## src/rtl/cos_sample_source.sv

```systemverilog
// cos_sample_source: streams signed Q1.5 cosine samples for the B operand of
// the A*B*C multiply chain. It is built from a phase accumulator, a
// quarter-wave ROM with symmetry folding, a burst sample counter and a
// valid/ready output handshake.
// Optional build macro SINE_SEL_EN adds a sin_sel input, latched at start.
// When sin_sel is latched high, the ROM address is shifted by a quarter turn,
// so the same folding produces sine instead of cosine.
module cos_sample_source #(
    parameter int PHASE_W = 6,
    parameter int CNT_W   = 8
) (
    input  logic               clk,
    input  logic               rst,
    input  logic               start,
    input  logic [PHASE_W-1:0] step,
    input  logic [CNT_W-1:0]   n_samples,
`ifdef SINE_SEL_EN
    input  logic               sin_sel,
`endif
    output logic signed [5:0]  sample,
    output logic               sample_valid,
    input  logic               sample_ready,
    output logic               busy,
    output logic               done
);

    typedef enum logic [1:0] {
        IDLE = 2'd0,
        RUN  = 2'd1,
        DONE = 2'd2
    } state_t;

    // Quarter-wave table: round(32*cos(k*pi/32)), saturated to 31, k = 0..16.
    function automatic logic [4:0] rom_t(input logic [4:0] k);
        logic [4:0] v;
        case (k)
            5'd0:    v = 5'd31;
            5'd1:    v = 5'd31;
            5'd2:    v = 5'd31;
            5'd3:    v = 5'd31;
            5'd4:    v = 5'd30;
            5'd5:    v = 5'd28;
            5'd6:    v = 5'd27;
            5'd7:    v = 5'd25;
            5'd8:    v = 5'd23;
            5'd9:    v = 5'd20;
            5'd10:   v = 5'd18;
            5'd11:   v = 5'd15;
            5'd12:   v = 5'd12;
            5'd13:   v = 5'd9;
            5'd14:   v = 5'd6;
            5'd15:   v = 5'd3;
            default: v = 5'd0;
        endcase
        return v;
    endfunction

    // Map a 64-point wave address onto the quarter table. Magnitude never
    // exceeds 31, so the negation cannot overflow.
    function automatic logic signed [5:0] fold(input logic [5:0] p);
        logic [4:0]        idx;
        logic [4:0]        mirror;
        logic [4:0]        mag;
        logic              neg;
        logic signed [5:0] m;
        idx    = {1'b0, p[3:0]};
        mirror = 5'd16 - idx;
        case (p[5:4])
            2'd0:    begin mag = rom_t(idx);    neg = 1'b0; end
            2'd1:    begin mag = rom_t(mirror); neg = 1'b1; end
            2'd2:    begin mag = rom_t(idx);    neg = 1'b1; end
            default: begin mag = rom_t(mirror); neg = 1'b0; end
        endcase
        m = $signed({1'b0, mag});
        return neg ? -m : m;
    endfunction

    // Sine is cosine delayed by a quarter period (16 of 64 points).
    function automatic logic [5:0] wave_addr(input logic [5:0] p, input logic sel);
        return sel ? (p - 6'd16) : p;
    endfunction

    state_t              state_p0, state_nxt;
    logic [PHASE_W-1:0]  phase_p0, phase_nxt;
    logic [PHASE_W-1:0]  step_p0, step_nxt;
    logic [CNT_W-1:0]    count_p0, count_nxt;
    logic signed [5:0]   sample_nxt;
    logic                valid_nxt;
    logic                busy_nxt;
    logic                done_nxt;
    logic [PHASE_W-1:0]  phase_sum;
    logic                sel_start;
    logic                sel_run;

    assign phase_sum = phase_p0 + step_p0;

`ifdef SINE_SEL_EN
    logic sel_p0, sel_nxt;
    assign sel_start = sin_sel;
    assign sel_run   = sel_p0;

    // Waveform select, held for the whole burst.
    always_ff @(posedge clk or posedge rst) begin
        if (rst) sel_p0 <= 1'b0;
        else     sel_p0 <= sel_nxt;
    end
`else
    assign sel_start = 1'b0;
    assign sel_run   = 1'b0;
`endif

    // State, datapath and every output are registered here.
    always_ff @(posedge clk or posedge rst) begin
        if (rst) begin
            state_p0     <= IDLE;
            phase_p0     <= '0;
            step_p0      <= '0;
            count_p0     <= '0;
            sample       <= 6'sd0;
            sample_valid <= 1'b0;
            busy         <= 1'b0;
            done         <= 1'b0;
        end else begin
            state_p0     <= state_nxt;
            phase_p0     <= phase_nxt;
            step_p0      <= step_nxt;
            count_p0     <= count_nxt;
            sample       <= sample_nxt;
            sample_valid <= valid_nxt;
            busy         <= busy_nxt;
            done         <= done_nxt;
        end
    end

    // Next-state and next-output logic; a transfer advances phase and
    // produces the following sample on the same edge.
    always_comb begin
        state_nxt  = state_p0;
        phase_nxt  = phase_p0;
        step_nxt   = step_p0;
        count_nxt  = count_p0;
        sample_nxt = sample;
        valid_nxt  = sample_valid;
        busy_nxt   = busy;
        done_nxt   = 1'b0;
`ifdef SINE_SEL_EN
        sel_nxt    = sel_p0;
`endif
        case (state_p0)
            IDLE: begin
                valid_nxt = 1'b0;
                busy_nxt  = 1'b0;
                if (start) begin
                    busy_nxt = 1'b1;
                    if (n_samples != '0) begin
                        step_nxt   = step;
                        count_nxt  = n_samples;
                        phase_nxt  = '0;
                        sample_nxt = fold(wave_addr(6'd0, sel_start));
                        valid_nxt  = 1'b1;
`ifdef SINE_SEL_EN
                        sel_nxt    = sin_sel;
`endif
                        state_nxt  = RUN;
                    end else begin
                        done_nxt  = 1'b1;
                        state_nxt = DONE;
                    end
                end
            end
            RUN: begin
                if (sample_valid && sample_ready) begin
                    count_nxt  = count_p0 - CNT_W'(1);
                    phase_nxt  = phase_sum;
                    sample_nxt = fold(wave_addr(phase_sum[PHASE_W-1 -: 6], sel_run));
                    if (count_p0 == CNT_W'(1)) begin
                        valid_nxt = 1'b0;
                        done_nxt  = 1'b1;
                        state_nxt = DONE;
                    end
                end
            end
            DONE: begin
                busy_nxt  = 1'b0;
                valid_nxt = 1'b0;
                state_nxt = IDLE;
            end
            default: begin
                busy_nxt  = 1'b0;
                valid_nxt = 1'b0;
                state_nxt = IDLE;
            end
        endcase
    end

endmodule

```

## config.mk

```make
export PLATFORM = sky130hd
export DESIGN_NAME = cos_sample_source
export DESIGN_NICKNAME = d
export VERILOG_FILES = /design/src/rtl/cos_sample_source.sv
export SDC_FILE = /design/constraint.sdc
export NUM_CORES = 1
export LEC_CHECK = 0
export ABC_AREA = 0
export ABC_CLOCK_PERIOD_IN_PS = 8050
export CAP_MARGIN = 20
export CORE_MARGIN = 2
export CORE_UTILIZATION = 60
export CTS_CLUSTER_SIZE = 30
export DETAILED_ROUTE_END_ITERATION = 10
export PLACE_DENSITY_LB_ADDON = 0.25
export SLEW_MARGIN = 40
export SYNTH_ARGS = -nofsm -noshare
export SYNTH_HDL_FRONTEND = slang
export SYNTH_SLANG_ARGS = --single-unit
```

## constraint.sdc

```tcl
create_clock -name clk -period 8.05 [get_ports clk]
set_input_delay 2.415 -clock clk [delete_from_list [all_inputs] [get_ports clk]]
set_output_delay 2.415 -clock clk [all_outputs]
set_load 0.05 [all_outputs]
```

======== Word level (Yosys, flattened, before mapping) ========
Memory sizes are Yosys's and may differ from the RTL's.
Index checks and enable logic that the tools add are counted.
word-level totals
  flip-flop bits (word level) ............. 31
  memory bits (read-only) ................. 400
  logic and storage cells ................. 81
  memories ................................ 5
cells by class
  $add $sub $neg .......................... 5
  equality and inequality tests ........... 8
  multiplexer cells ....................... 45
  reduce and logical (&&, ||, !) cells .... 10
memories
  memory            depth  width  read ports  clocked after memory_dff  write ports  line  text
  (name not given)  16     5      1           0                         0            36    case (k)
  (name not given)  16     5      1           0                         0            36
  (name not given)  16     5      1           0                         0            36
  (name not given)  16     5      1           0                         0            36
  (name not given)  16     5      1           0                         0            36
operators by type and width
  operator                                                                count
  6-bit 2-to-1 mux                                                        8
  5-bit 2-to-1 mux                                                        7
  8-bit 2-to-1 mux                                                        3
  6-bit one-hot mux with 2 select lines                                   2
  8-bit one-hot mux with 2 select lines                                   1
  1-bit 2-to-1 mux                                                        15
  5-bit one-hot mux with 3 select lines                                   1
  5-bit negator with 6-bit output                                         2
  8-bit by 1-bit equality test with 1-bit output (second input constant)  1
  2-bit 2-to-1 mux                                                        4
  2-bit inequality test (second input constant)                           4
  8-bit nonzero test                                                      1
  8-bit by 1-bit subtractor with 8-bit output (second input constant)     1
  6-bit adder                                                             1
  1-bit one-hot mux with 2 select lines                                   3
  3-bit AND reduction                                                     2
  5-bit by 4-bit subtractor with 5-bit output (first input constant)      1
  2-bit by 1-bit equality test with 1-bit output (second input constant)  2
  2-bit zero test                                                         2
  2-bit one-hot mux with 2 select lines                                   1
  4-bit AND reduction                                                     1
  2-bit equality test (second input constant)                             1
  2-bit AND reduction                                                     1
  2-bit nonzero test                                                      1
  2 further kinds                                                         2

======== Logic depth before layout (Yosys ltp) ========
An unclocked memory read counts as a cell.
  depth in word-level cells ............... 11
  gate-level depth with buffers ........... 15
  mapped depth without buffers ............ 13

======== Least setup slack after synthesis ========
No wires, ideal clock.
  path kind ............................... input to register
  start ................................... input n_samples[4]
  end ..................................... register step_p0[0]
  data arrival time ....................... 3,845 ps
  data required time ...................... 7,925 ps
  path slack .............................. 4,080 ps
  cell stages on the path ................. 5
  path buffers ............................ 1
  path through ............................ or4_1 -> o21ai_0 -> or3_1 -> clkbuf_1 -> mux2_2
between the ends
  word-level cells in the longest chain between the ends .. 2
ends and longest elaborated chain
  element                        line  text
  from (decl)                    16    input logic [CNT_W-1:0] n_samples,
  8-bit nonzero test             155   if (n_samples != '0) begin
  3-bit AND reduction (no line)  --
  to (signal assigned)           126   step_p0 <= step_nxt;
  to (decl)                      85    logic [PHASE_W-1:0] step_p0, step_nxt;
No other way between the ends.
A chain may end at the register's enable or synchronous reset.

======== Worst setup path in the final report ========
  start ................................... input n_samples[5]
  end ..................................... register count_p0[0]
between the ends
  word-level cells in the longest chain between the ends .. 3
ends and longest elaborated chain
  element                          line  text
  8-bit nonzero test               155
  2-bit inequality test (no line)  --
  4-bit AND reduction (no line)    --
  to (signal assigned)             127   count_p0 <= count_nxt;
  to (decl)                        86    logic [CNT_W-1:0] count_p0, count_nxt;
No other way between the ends.

==> metrics.md <==
| Metric | Value |
|---|---|
| Run status | completed |
| Maximum fanout encountered on the critical timing path | 15 |
| Class of the most critical hold timing path | reg -> reg |
| Clock latency of the later-clocked register in the worst-skew pair | 0.28 ns |
| Buf+Inv Stages, Crit Path | 1 |
| Most frequent CP cell | o21ai_0 |
| CP Data Arrival Time | 4.48 ns |
| Top routing layer used | met4 |
| CTS tree | yes |
| Number of antenna violations at the first check in global routing | 0 |
| Post-synthesis instance total | 272 |
| Post-route non-filler standard cell count | approximately 340 |
| Count of maximum capacitance violations | 0 |
| Wire length per cell after detailed routing | between 15 and 20 um |
| Combined global-route utilization of all metal layers | 27.80% |
| Type of the setup path with the least slack | in -> reg |
| DRC viols | 0 |
| Min setup slack post-route | 3.738 ns |
| Mean instance size in the synthesized netlist | 8.827 um2 |
| Final critical-path share of the clock period | 53.56% |
| Die area | between 4000 and 5000 um2 |
| Share of flip-flops with an asynchronous set or reset after synthesis | 100.0% |
| R2R Path End | sample[2]$_DFFE_PP0P_ |
| Antenna viol nets, final | 0 |
| Hold Path Sink | sample[5]$_DFFE_PP0P_ |
| Crit-path cells | clkdlybuf4s50_1 -> or4_1 -> o21ai_0 -> o21ai_0 -> nand2b_1 -> nor3_1 -> a21oi_1 -> nand2_1 |
| Setup repair bufs after CTS | 0 |
| Critical R2R Launch | phase_p0[0]$_DFFE_PP0P_ |
| Share of Yosys cell area claimed by the top area cell type | 32.31% |
| Cell depth of the worst hold path | 2 |
| Wire length on met2 | 2709 um |
| Number of distinct library cells after synthesis | 65 |
| Io pins | 27 |
| Row count | 22 |
| Worst setup slack for register-to-register paths | 4.07 ns |
| Placed cell count | approximately 340 |
| Sequential element share of the synthesized area | roughly a third |
| Placement Setup Slack | 3.398 ns |
| Vias in the first global route | 1998 |
| CTS sink cnt | 31 |
| Cell area after synthesis | 2401 um2 |
| Worst slew margin | 53.93% |
| Number of buffers inserted for hold repair after clock tree synthesis | 0 |
| Area grow syn2layout | 15.63% |
| # nets final | 327 |
| Share of final-layout standard cells stronger than drive strength 1 | 11.15% |
| Master of the slowest instance on the critical path | or4_1 |
| Hold Violations, Final | 0 |
| Leading area contributor after synthesis | dfrtp_1 |
| DIE HEIGHT | 67.26 um |
| Total grt overflow | 0 |
| Routed vias | between 2000 and 2500 |
| Max-slew violation total from the final report | 0 |
| Highest achievable clock rate | 231.9 MHz |
| WL met3 | 321 um |
| Detailed-placement wirelength estimate | 4083 um |
| Count of cell instances traversed by the critical path | 8 |
| Crit path capture type | flip-flop |
| Final number of setup-violating endpoints | 0 |
| CTS Buf Count | 5 |
| Detailed Routing Iterations Pass 1 | 4 |
| Gates resized, CTS repair | 0 |
| Weighted congestion at the end of routability-driven global placement | 0.9535 |
| Maximum single-stage delay on the critical path | 0.55 ns |
| Flip-flop and latch count after synthesis | 31 |
| Largest clock skew in the final design | 0.005553 ns |
| Core occupancy in the finished layout | 74.16% |
| Clk root buf | clkbuf_8 |
| Number of DRC violations after detailed-routing iteration 0 | approximately 250 |
| Hold path startpoint | sample[5]$_DFFE_PP0P_ |
| Number of warning messages in the yosys log | 0 |
| Count of cells along the worst register-to-register path | 13 |
| Number of nets produced by synthesis | 304 |
| I/O Buffers | 26 |
| Core region area | 3744 um2 |
| Buffers from clock root to sink, at most | 2 |
| Global-route wire length before repair | 9515 um |
| Mean number of vias per cell | 6.448 |
| Initial core utilization | 64.14% |
| Startpoint types | input pin |
| Clock transition at the register clock pins on the worst setup and hold paths after CTS | 0.07 ns |
| Prevailing post-synth register cell | dfrtp_1 |
| Minimum period implied by the final worst setup slack | between 4 and 5 ns |
| Maximum level of the CTS H-tree | 2 |
| DRT Wirelength | 5733 um |
| Setup repair after global routing missed its margin | no |
| Worst-margin pin slew | 0.6896 ns |
| Worst Path Required | 8.22 ns |
| Die boundary width | 67.26 um |
| Kind of cell adding the most delay to the critical path | simple AND/OR/NAND/NOR gates |
| Pin count of the biggest net entering global routing | 32 |
| Biggest area contributors in the synthesized netlist | dfrtp_1, ha_1, o21ai_0 |
| Routed length on met1 | about 2600 um |
| Count of flip-flops with a built-in enable after synthesis | 0 |
| Total negative setup slack | 0 ns |
| Inserted Diodes | 0 |
[how the worst max path moves through the flow]
stage | end | startpoint
finish | count_p0[0]$_DFFE_PP0P_ | n_samples[5]
CTS | sample[4]$_DFFE_PP0P_ | n_samples[5]
floorplan | step_p0[0]$_DFFE_PP0P_ | n_samples[4]
detailed placement | sample[4]$_DFFE_PP0P_ | n_samples[5]
global placement | sample[4]$_DFFE_PP0P_ | n_samples[4]
global route | count_p0[0]$_DFFE_PP0P_ | n_samples[0]
[per-layer routing]
layer | GRT usage (%) | vias to the layer above
li1 | - | 1052
met1 | 37.13 | 1068
met2 | 45.79 | 81
met3 | 4.667 | 17
met4 | 9.439 | 0
met5 | 0 | -
[area by class of cell]
type / instances / area [um2]
Inverter: 11 / 41.29
Clock buffer: 8 / 100.1
Sequential cell: 31 / 775.7
Multi-Input combinational cell: 218 / 1524
Tap cell: 48 / 60.06
Timing Repair Buffer: 28 / 275.3
Fill cell: 307 / 967.2
[cells in the final DEF, fill, tap and decap left out, types with 2 or more instances in the layout]
cell             netlist  routed
dfrtp_1               31      31
clkdlybuf4s50_1        0      26
nand2_1               24      24
o21ai_0               23      23
nor2_1                22      22
a21oi_1               21      21
ha_1                  13      13
nand3_1               11      11
inv_1                 10      10
nor3_1                 9       9
nand2b_1               8       8
clkbuf_8               0       7
a211oi_1               6       6
mux2_2                 6       6
xnor2_1                4       4
nor4_1                 3       3
a21o_1                 3       3
a211oi_2               3       3
a31oi_1                3       3
and2_1                 3       3
or4_1                  2       2
o31ai_1                2       2
a22oi_1                2       2
or3_1                  2       2
a21oi_2                2       2
and3_1                 2       2
a211o_1                2       2
mux2i_1                2       2
nand4_1                2       2
xnor3_1                2       2
a2111oi_0              2       2
o22ai_1                2       2
buf_4                  0       2
[state kept, by name, summed over array words and instances, names as in the netlist]
register      flops
count_p0          8
phase_p0          6
sample            6
step_p0           6
state_p0          2
busy              1
done              1
sample_valid      1
[per-stage QoR]
step	cell area [um2]	hold slack, ns
2_1_floorplan	2401	0.4563
6_report	2776	0.4698
3_3_place_gp	2674	0.4566
3_5_place_dp	2674	0.4603
5_1_grt	2776	0.5251
4_1_cts	2774	0.4736
[tightest hold or removal path, stage by stage (launching register included)]
cell	delay (ns)
dfrtp_1	0.34
nand2_1	0.05
nand2_1	0.05
[cell usage after synthesis (2+ instances only)]
master / number
a2111oi_0: 2
mux2_2: 6
nor3_1: 9
and2_1: 3
or4_1: 2
buf_6: 2
a21o_1: 3
mux2i_1: 2
nor4_1: 3
nor2_1: 22
dfrtp_1: 31
nand4_1: 2
a31oi_1: 3
nor2b_1: 2
and3_1: 2
xnor2_1: 4
a21oi_2: 2
clkbuf_1: 8
nand2b_1: 8
o22ai_1: 2
a211oi_2: 3
o21ai_0: 23
a22oi_1: 2
or3_1: 2
a211oi_1: 6
xnor3_1: 2
a211o_1: 2
o31ai_1: 2
ha_1: 13
nand2_1: 24
a21oi_1: 21
inv_1: 10
buf_2: 2
nand3_1: 11
[logic make-up after synthesis]
kind of cell               after synthesis  synth area share, %
DFF                                     31                32.31
buffers and inverters                   23                4.325
and+or+nand+nor                        101                21.84
adders and majority gates               14                7.608
xor gates and xnor gates                 9                5.055
muxes                                    8                3.648
AOI/OAI and AO/OA                       86                25.22
Power is left out: the tool's default activity adds up to more than one toggle a clock period on the data nets, which glitch-free logic cannot reach.
